--- config.mk ---
export PLATFORM = sky130hd
export DESIGN_NAME = fifo_ctrl_prog
export DESIGN_NICKNAME = d
export VERILOG_FILES = /design/src/rtl/fifo_pkg.sv /design/src/rtl/fifo_fwft_buffer.sv /design/src/rtl/fifo_ctrl_prog.sv
export SDC_FILE = /design/constraint.sdc
export NUM_CORES = 1
export LEC_CHECK = 0
export ABC_AREA = 1
export CORE_MARGIN = 4
export CORE_UTILIZATION = 26
export DETAILED_ROUTE_END_ITERATION = 6
export DONT_BUFFER_PORTS = 1
export GPL_TIMING_DRIVEN = 0
export PLACE_DENSITY = 0.42
export SYNTH_ARGS = -nofsm -noshare
export SYNTH_HDL_FRONTEND = slang
export SYNTH_SLANG_ARGS = --single-unit
--- constraint.sdc ---
create_clock -name i_clk -period 8.1 [get_ports i_clk]
set_clock_uncertainty 0.15 [all_clocks]
set_input_delay 1.62 -clock i_clk [delete_from_list [all_inputs] [get_ports i_clk]]
set_output_delay 1.62 -clock i_clk [all_outputs]
set_load 0.01 [all_outputs]
--- src/rtl/fifo_pkg.sv ---
// Shared pointer helpers and sizing constants for the programmable FIFO controller.
// Pointers carry one extra wrap bit above the RAM address bits.
package fifo_pkg;

  localparam int COUNT_EXTRA_BITS = 2;

  // Pointers are zero-extended to 32 bits by callers; only depthLog+1 bits are significant.
  function automatic logic ptr_full(input logic [31:0] wrPtr, input logic [31:0] rdPtr,
                                    input int depthLog);
    logic [31:0] occupancy;
    occupancy = (wrPtr - rdPtr) & ((32'd1 << (depthLog + 1)) - 32'd1);
    return occupancy == (32'd1 << depthLog);
  endfunction

  function automatic logic ptr_empty(input logic [31:0] rdPtr, input logic [31:0] wrPtr);
    return rdPtr == wrPtr;
  endfunction

endpackage

--- src/rtl/fifo_fwft_buffer.sv ---
// Show-ahead output stage: head/skid register pair fed by a 1-cycle-latency RAM.
// Keeps buffered + in-flight words at most two, which sustains one word per cycle.
module fifo_fwft_buffer
#(
  parameter int WIDTH = 8
)
(
  input  logic             i_clk,
  input  logic             i_rst,
  input  logic             i_ramNotEmpty,
  input  logic             i_pop,
  input  logic [WIDTH-1:0] i_ramReadData,
  output logic             o_ramReadReq,
  output logic             o_headValid,
  output logic [WIDTH-1:0] o_headData
);

  logic [1:0]       r_bufCount;
  logic             r_inFlight;
  logic             r_headValid;
  logic [WIDTH-1:0] r_head;
  logic [WIDTH-1:0] r_skid;
  logic [2:0]       w_pending;
  logic [1:0]       w_bufNext;
  logic             w_ramReadReq;

  // A pop is only ever presented while the head is valid, so these never go negative.
  always_comb begin
    w_pending    = 3'(r_bufCount) + 3'(r_inFlight) - 3'(i_pop);
    w_ramReadReq = i_ramNotEmpty && (w_pending < 3'd2);
    w_bufNext    = r_bufCount + 2'(r_inFlight) - 2'(i_pop);
  end

  always_ff @(posedge i_clk) begin
    if (i_rst) begin
      r_bufCount  <= 2'd0;
      r_inFlight  <= 1'b0;
      r_headValid <= 1'b0;
      r_head      <= '0;
      r_skid      <= '0;
    end else begin
      r_inFlight  <= w_ramReadReq;
      r_bufCount  <= w_bufNext;
      r_headValid <= (w_bufNext != 2'd0);
      case ({i_pop, r_inFlight})
        2'b11: begin
          if (r_bufCount == 2'd2) begin
            r_head <= r_skid;
            r_skid <= i_ramReadData;
          end else begin
            r_head <= i_ramReadData;
          end
        end
        2'b10: begin
          if (r_bufCount == 2'd2) r_head <= r_skid;
        end
        2'b01: begin
          if (r_bufCount == 2'd0) r_head <= i_ramReadData;
          else                    r_skid <= i_ramReadData;
        end
        default: begin
        end
      endcase
    end
  end

  assign o_ramReadReq = w_ramReadReq;
  assign o_headValid  = r_headValid;
  assign o_headData   = r_head;

endmodule

--- src/rtl/fifo_ctrl_prog.sv ---
// Synchronous FIFO controller for an external simple dual-port RAM with 1-cycle read latency.
// Tracks occupancy, programmable almost flags, sticky error flags, and optional show-ahead output.
module fifo_ctrl_prog
  import fifo_pkg::*;
#(
  parameter int WIDTH     = 8,
  parameter int DEPTH_LOG = 8,
  parameter int AF_TH     = 2**DEPTH_LOG - 2,
  parameter int AE_TH     = 2,
  parameter int FWFT      = 0
)
(
  input  logic                   i_clk,
  input  logic                   i_rst,
  input  logic                   i_fifo_write_req,
  input  logic [WIDTH-1:0]       i_fifo_write_data,
  output logic                   o_fifo_full,
  output logic                   o_fifo_almost_full,
  input  logic                   i_fifo_read_req,
  output logic [WIDTH-1:0]       o_fifo_read_data,
  output logic                   o_fifo_read_valid,
  output logic                   o_fifo_empty,
  output logic                   o_fifo_almost_empty,
  output logic [DEPTH_LOG+1:0]   o_fifo_count,
  output logic                   o_fifo_overflow,
  output logic                   o_fifo_underflow,
  input  logic                   i_err_clear,
  output logic                   o_ram_write_req,
  output logic [DEPTH_LOG-1:0]   o_ram_write_addr,
  output logic [WIDTH-1:0]       o_ram_write_data,
  output logic                   o_ram_read_req,
  output logic [DEPTH_LOG-1:0]   o_ram_read_addr,
  input  logic [WIDTH-1:0]       i_ram_read_data
);

  localparam int CW = DEPTH_LOG + COUNT_EXTRA_BITS;
  localparam int PW = DEPTH_LOG + 1;

  logic [PW-1:0]        r_wrPtr;
  logic [PW-1:0]        r_rdPtr;
  logic [PW-1:0]        r_wrCommit;
  logic [CW-1:0]        r_count;
  logic                 r_full;
  logic                 r_almostFull;
  logic                 r_almostEmpty;
  logic                 r_overflow;
  logic                 r_underflow;
  logic                 r_ramWriteReq;
  logic [DEPTH_LOG-1:0] r_ramWriteAddr;
  logic [WIDTH-1:0]     r_ramWriteData;

  logic [PW-1:0]        w_wrPtrNext;
  logic [PW-1:0]        w_rdPtrNext;
  logic [CW-1:0]        w_countNext;
  logic                 w_push;
  logic                 w_pop;
  logic                 w_rdAdvance;
  logic                 w_empty;
  logic                 w_ramNotEmpty;
  logic                 w_readValid;
  logic [WIDTH-1:0]     w_readData;

  // The read side only sees words whose RAM write edge has passed (r_wrCommit lags r_wrPtr).
  assign w_push        = i_fifo_write_req && !r_full;
  assign w_ramNotEmpty = !ptr_empty(32'(r_rdPtr), 32'(r_wrCommit));
  assign w_wrPtrNext   = r_wrPtr + PW'(w_push);
  assign w_rdPtrNext   = r_rdPtr + PW'(w_rdAdvance);
  assign w_countNext   = r_count + CW'(w_push) - CW'(w_pop);

  generate
    if (FWFT != 0) begin : g_fwft
      logic             w_headValid;
      logic [WIDTH-1:0] w_headData;
      logic             w_issue;

      fifo_fwft_buffer #(.WIDTH(WIDTH)) u_fwftBuffer (
        .i_clk         (i_clk),
        .i_rst         (i_rst),
        .i_ramNotEmpty (w_ramNotEmpty),
        .i_pop         (w_pop),
        .i_ramReadData (i_ram_read_data),
        .o_ramReadReq  (w_issue),
        .o_headValid   (w_headValid),
        .o_headData    (w_headData)
      );

      assign w_pop       = i_fifo_read_req && w_headValid;
      assign w_rdAdvance = w_issue;
      assign w_empty     = !w_headValid;
      assign w_readValid = w_headValid;
      assign w_readData  = w_headData;
    end else begin : g_std
      logic r_readValid;
      logic r_emptyStd;

      assign w_pop       = i_fifo_read_req && !r_emptyStd;
      assign w_rdAdvance = w_pop;
      assign w_empty     = r_emptyStd;

      // Empty compares against next cycle's commit pointer, which is the current write pointer.
      always_ff @(posedge i_clk) begin
        if (i_rst) begin
          r_readValid <= 1'b0;
          r_emptyStd  <= 1'b1;
        end else begin
          r_readValid <= w_pop;
          r_emptyStd  <= ptr_empty(32'(w_rdPtrNext), 32'(r_wrPtr));
        end
      end

      assign w_readValid = r_readValid;
      assign w_readData  = r_readValid ? i_ram_read_data : '0;
    end
  endgenerate

  always_ff @(posedge i_clk) begin
    if (i_rst) begin
      r_wrPtr        <= '0;
      r_rdPtr        <= '0;
      r_wrCommit     <= '0;
      r_count        <= '0;
      r_full         <= 1'b0;
      r_almostFull   <= 1'b0;
      r_almostEmpty  <= 1'b1;
      r_overflow     <= 1'b0;
      r_underflow    <= 1'b0;
      r_ramWriteReq  <= 1'b0;
      r_ramWriteAddr <= '0;
      r_ramWriteData <= '0;
    end else begin
      r_wrPtr       <= w_wrPtrNext;
      r_rdPtr       <= w_rdPtrNext;
      r_wrCommit    <= r_wrPtr;
      r_count       <= w_countNext;
      r_full        <= ptr_full(32'(w_wrPtrNext), 32'(w_rdPtrNext), DEPTH_LOG);
      r_almostFull  <= (w_countNext >= CW'(AF_TH));
      r_almostEmpty <= (w_countNext <= CW'(AE_TH));
      r_ramWriteReq <= w_push;
      if (w_push) begin
        r_ramWriteAddr <= r_wrPtr[DEPTH_LOG-1:0];
        r_ramWriteData <= i_fifo_write_data;
      end
      // Setting a sticky flag takes priority over a same-cycle clear.
      if (i_fifo_write_req && r_full) r_overflow <= 1'b1;
      else if (i_err_clear)           r_overflow <= 1'b0;
      if (i_fifo_read_req && w_empty) r_underflow <= 1'b1;
      else if (i_err_clear)           r_underflow <= 1'b0;
    end
  end

  assign o_fifo_full         = r_full;
  assign o_fifo_almost_full  = r_almostFull;
  assign o_fifo_read_data    = w_readData;
  assign o_fifo_read_valid   = w_readValid;
  assign o_fifo_empty        = w_empty;
  assign o_fifo_almost_empty = r_almostEmpty;
  assign o_fifo_count        = r_count;
  assign o_fifo_overflow     = r_overflow;
  assign o_fifo_underflow    = r_underflow;
  assign o_ram_write_req     = r_ramWriteReq;
  assign o_ram_write_addr    = r_ramWriteAddr;
  assign o_ram_write_data    = r_ramWriteData;
  assign o_ram_read_req      = w_rdAdvance;
  assign o_ram_read_addr     = r_rdPtr[DEPTH_LOG-1:0];

endmodule

==> flow_summary.ini <==
[run_status]
status = finished, final reports clean

[pwr]
p_comb_frac = 0.412
p_switching_mw = 0.402
seqPwrFrac = 0.349
intPower_mw = 0.552
finalPower_mw = 0.953
vdd_drop_max_uv = 85.6
switching_share = 0.421
p_clk_frac = 0.239
leakage_nw = 1.89
power_density_nw_per_um2 = 266

[timing]
rsz0062_at_grt = false
final.min_clock_period_ns = 4.39
totalNegativeSetupSlack_ns = 0
whs_ns = 0.367
report.final.slew_viol_count = 0
post-route-period-util = 0.542
fmax_mhz = 228
slew_headroom = 0.596
hold_viol = 0
worst_pin_slew_ns = 0.607
finalSetupViolCount = 0

[floorplan]
die_w_um = 119
num_rows = 40
dieArea_um2 = 14200
core_area_um2 = 12100
start_util = 0.266
die_y_um = 119
io_pins = 72

[placement]
portBuffers = 0
dp_hpwl_mm = 6.94
place.gp.congestion = 0.773

[setup_path]
critPathBufInv = 4
critPathTopFamily = simple AND/OR/NAND/NOR gates
crit_chain = inv_1 > nor2_1 > buf_2 > ha_1 > ha_1 > nand2_1 > nor2_4 > nand3_1 > xor2_1 > inv_1 > ha_1 > nand2_1 > inv_1 > a21oi_1 > nand2_1 > nand2_1 > nand2_1 > nor2_1 > nand3b_1 > nor2_1
reg2reg_from = o_fifo_full$_SDFF_PP0_
cp-endpoint = o_fifo_full$_SDFF_PP0_
rr_worst_depth = 19
r2r_setup_slack_ns = 4.62
reg2reg_to = o_fifo_full$_SDFF_PP0_
startpoint = i_fifo_write_req
endpoint_kind = flip-flop
crit_top_cell = nand2_1
path_depth = 20
criticalPathCategory = primary input to flip-flop
cp.arrival_ns = 4.47
crit_required_ns = 8.18
slowest_stage = nor2_1
path_max_fanout = 10
start_kind = primary input
slowest_delay_ns = 0.35

[global_route]
antenna_found_initial = 0
grtUsageTotal = 0.122
grt_max_degree = 20
grt_pass1_vias = 2801
grt_pass1_wl_mm = 13.7
overflow = 0

[logic_synthesis]
yosysMostFrequentCell = nand2_1
synth_edf_count = 0
synthCells = 506
synth_seq_cells = 52
syn_area_per_cell_um2 = 6.35
synthDistinctLibCells = 27
ys.flop_type = dfxtp_1
syn_area_um2 = 3210
synthTopCellsByArea = dfxtp_1 (32%), nand2_1 (15%), inv_1 (11%), nor2_1 (9.0%), ha_1 (7.8%)
seq_area_frac_synth = 0.324
async_flop_share = 0
yosysTopAreaCell = dfxtp_1
synth_common_cells = nand2_1 (128), inv_1 (93), nor2_1 (77)
syn-num-nets = 548
ys.warnings.count = 0
synth_top_area_frac = 0.324

[detailed_routing]
vias_per_cell = 4.29
drc = 0
detail_route.first_pass.iterations = 4
detail-route-antenna-nets = 0
finalWirelength_mm = 8.48
drt_iter0_markers = 128
wl_per_cell_um = 12.4
routed-via-count = 2929

[layout]
fin_nets = 555
seq_area_um2 = 1040
drive_gt1_frac = 0.0623
num_antenna_cells = 0
n_fill_cell = 1372
multiInputGateArea_um2 = 1720
syn_to_final_growth_pct = 11.3

[clock_network]
cts_tree = done
clkTransAtPathRegs_ns = 0.08
clockBufferDepth = 2
clkLatencyLatePin_ns = 0.30
hold_buffers = 0
cts_root_buffer = clkbuf_16
h-tree-depth = 2
cts_buffers = 5
cts_setup_buffers = 0
cts_resized = 0
cts.sinks = 52

[min_path]
worstHoldPathType = flip-flop to flip-flop

[flow_run]
drv_cap = 0
==> routing by layer <==
layer  global-route usage  part of all wire  vias to the layer above  wire [um]
met3               0.0252             0.042                       11        357
met5                    0                 0                        -          0
met2                0.212              0.50                       54       4220
met1                0.147              0.44                     1300       3730
li1                     -                 -                     1564          -
met4               0.0478             0.021                        0        176
==> kinds of logic (layout without fill, tap and decap cells) <==
group,after synthesis,count (layout),share of synthesized area
AOI/OAI and AO/OA,40,40,0.0654
and+or+nand+nor,275,275,0.368
adders and majority gates,21,21,0.0841
DFF,52,52,0.324
xor gates and xnor gates,7,7,0.0191
buffers and inverters,111,119,0.139
==> registers in the layout, summed over array words and instances (netlist names) <==
name,count
o_fifo_full,1
o_ram_write_addr,8
o_fifo_empty,1
o_fifo_count,10
r_wrPtr,9
o_fifo_almost_full,1
o_ram_write_data,8
o_ram_write_req,1
r_rdPtr,9
o_fifo_overflow,1
o_fifo_read_valid,1
o_fifo_almost_empty,1
o_fifo_underflow,1
==> layout make-up <==
class / instances / area share
Clock buffer: 5 / 0.0350
Sequential cell: 52 / 0.291
Buffer: 17 / 0.0266
Clock inverter: 3 / 0.00804
Multi-Input combinational cell: 343 / 0.482
Inverter: 94 / 0.0986
Tap cell: 168 / 0.0588
==> worst min path at each step <==
stage | startpoint | to | slack [ns] | cells past startpoint
after global routing | o_fifo_underflow$_SDFFE_PP0P_ | o_fifo_underflow$_SDFFE_PP0P_ | 0.39 | 2
after global placement | o_fifo_overflow$_SDFFE_PP0P_ | o_fifo_overflow$_SDFFE_PP0P_ | 0.36 | 2
after detailed placement | o_fifo_underflow$_SDFFE_PP0P_ | o_fifo_underflow$_SDFFE_PP0P_ | 0.36 | 2
after CTS | o_fifo_overflow$_SDFFE_PP0P_ | o_fifo_overflow$_SDFFE_PP0P_ | 0.37 | 2
after floorplan | o_fifo_overflow$_SDFFE_PP0P_ | o_fifo_overflow$_SDFFE_PP0P_ | 0.33 | 2
final | o_fifo_overflow$_SDFFE_PP0P_ | o_fifo_overflow$_SDFFE_PP0P_ | 0.37 | 2
==> placed cells by master, fill, tap and decap left out, types with 3 or more instances in the layout <==
cell,synthesis,layout
a21oi_1,20,20
buf_4,8,8
clkbuf_1,6,6
clkbuf_16,0,5
dfxtp_1,52,52
ha_1,20,20
inv_1,93,93
nand2_1,128,128
nand2_2,9,9
nand3_1,41,41
nand3b_1,6,6
nand4_1,5,5
nor2_1,77,77
o21ai_0,16,16
o21bai_1,3,3
xor2_1,6,6
==> power by group through the flow <==
stage | Combinational (mW) | Sequential [mW] | Clock [mW]
6_report | 0.393 | 0.332 | 0.228
2_1_floorplan | 0.318 | 0.330 | 0
5_1_grt | 0.467 | 0.338 | 0.246
4_1_cts | 0.397 | 0.334 | 0.238
3_5_place_dp | 0.394 | 0.341 | 0
3_3_place_gp | 0.392 | 0.341 | 0
==> per-stage QoR <==
step	std cells	worst slack (ns)	util	area, um^2
detailed placement	674	3.38	0.284	3420
global route	682	3.44	0.297	3580
floorplan	506	3.98	-	3210
global placement	674	3.35	0.284	3420
CTS	682	3.69	0.297	3580
finish	682	3.71	0.297	3580
==> worst reg2reg max path, stage by stage (launching register included) <==
cell,delay (ns)
dfxtp_1,0.38
nor2_1,0.40
buf_2,0.32
ha_1,0.21
ha_1,0.17
nand2_1,0.10
nor2_4,0.15
nand3_1,0.10
xor2_1,0.20
inv_1,0.07
ha_1,0.33
nand2_1,0.10
inv_1,0.04
a21oi_1,0.17
nand2_1,0.08
nand2_1,0.06
nand2_1,0.05
nor2_1,0.12
nand3b_1,0.09
nor2_1,0.14
Power figures use the tool's default switching activity.
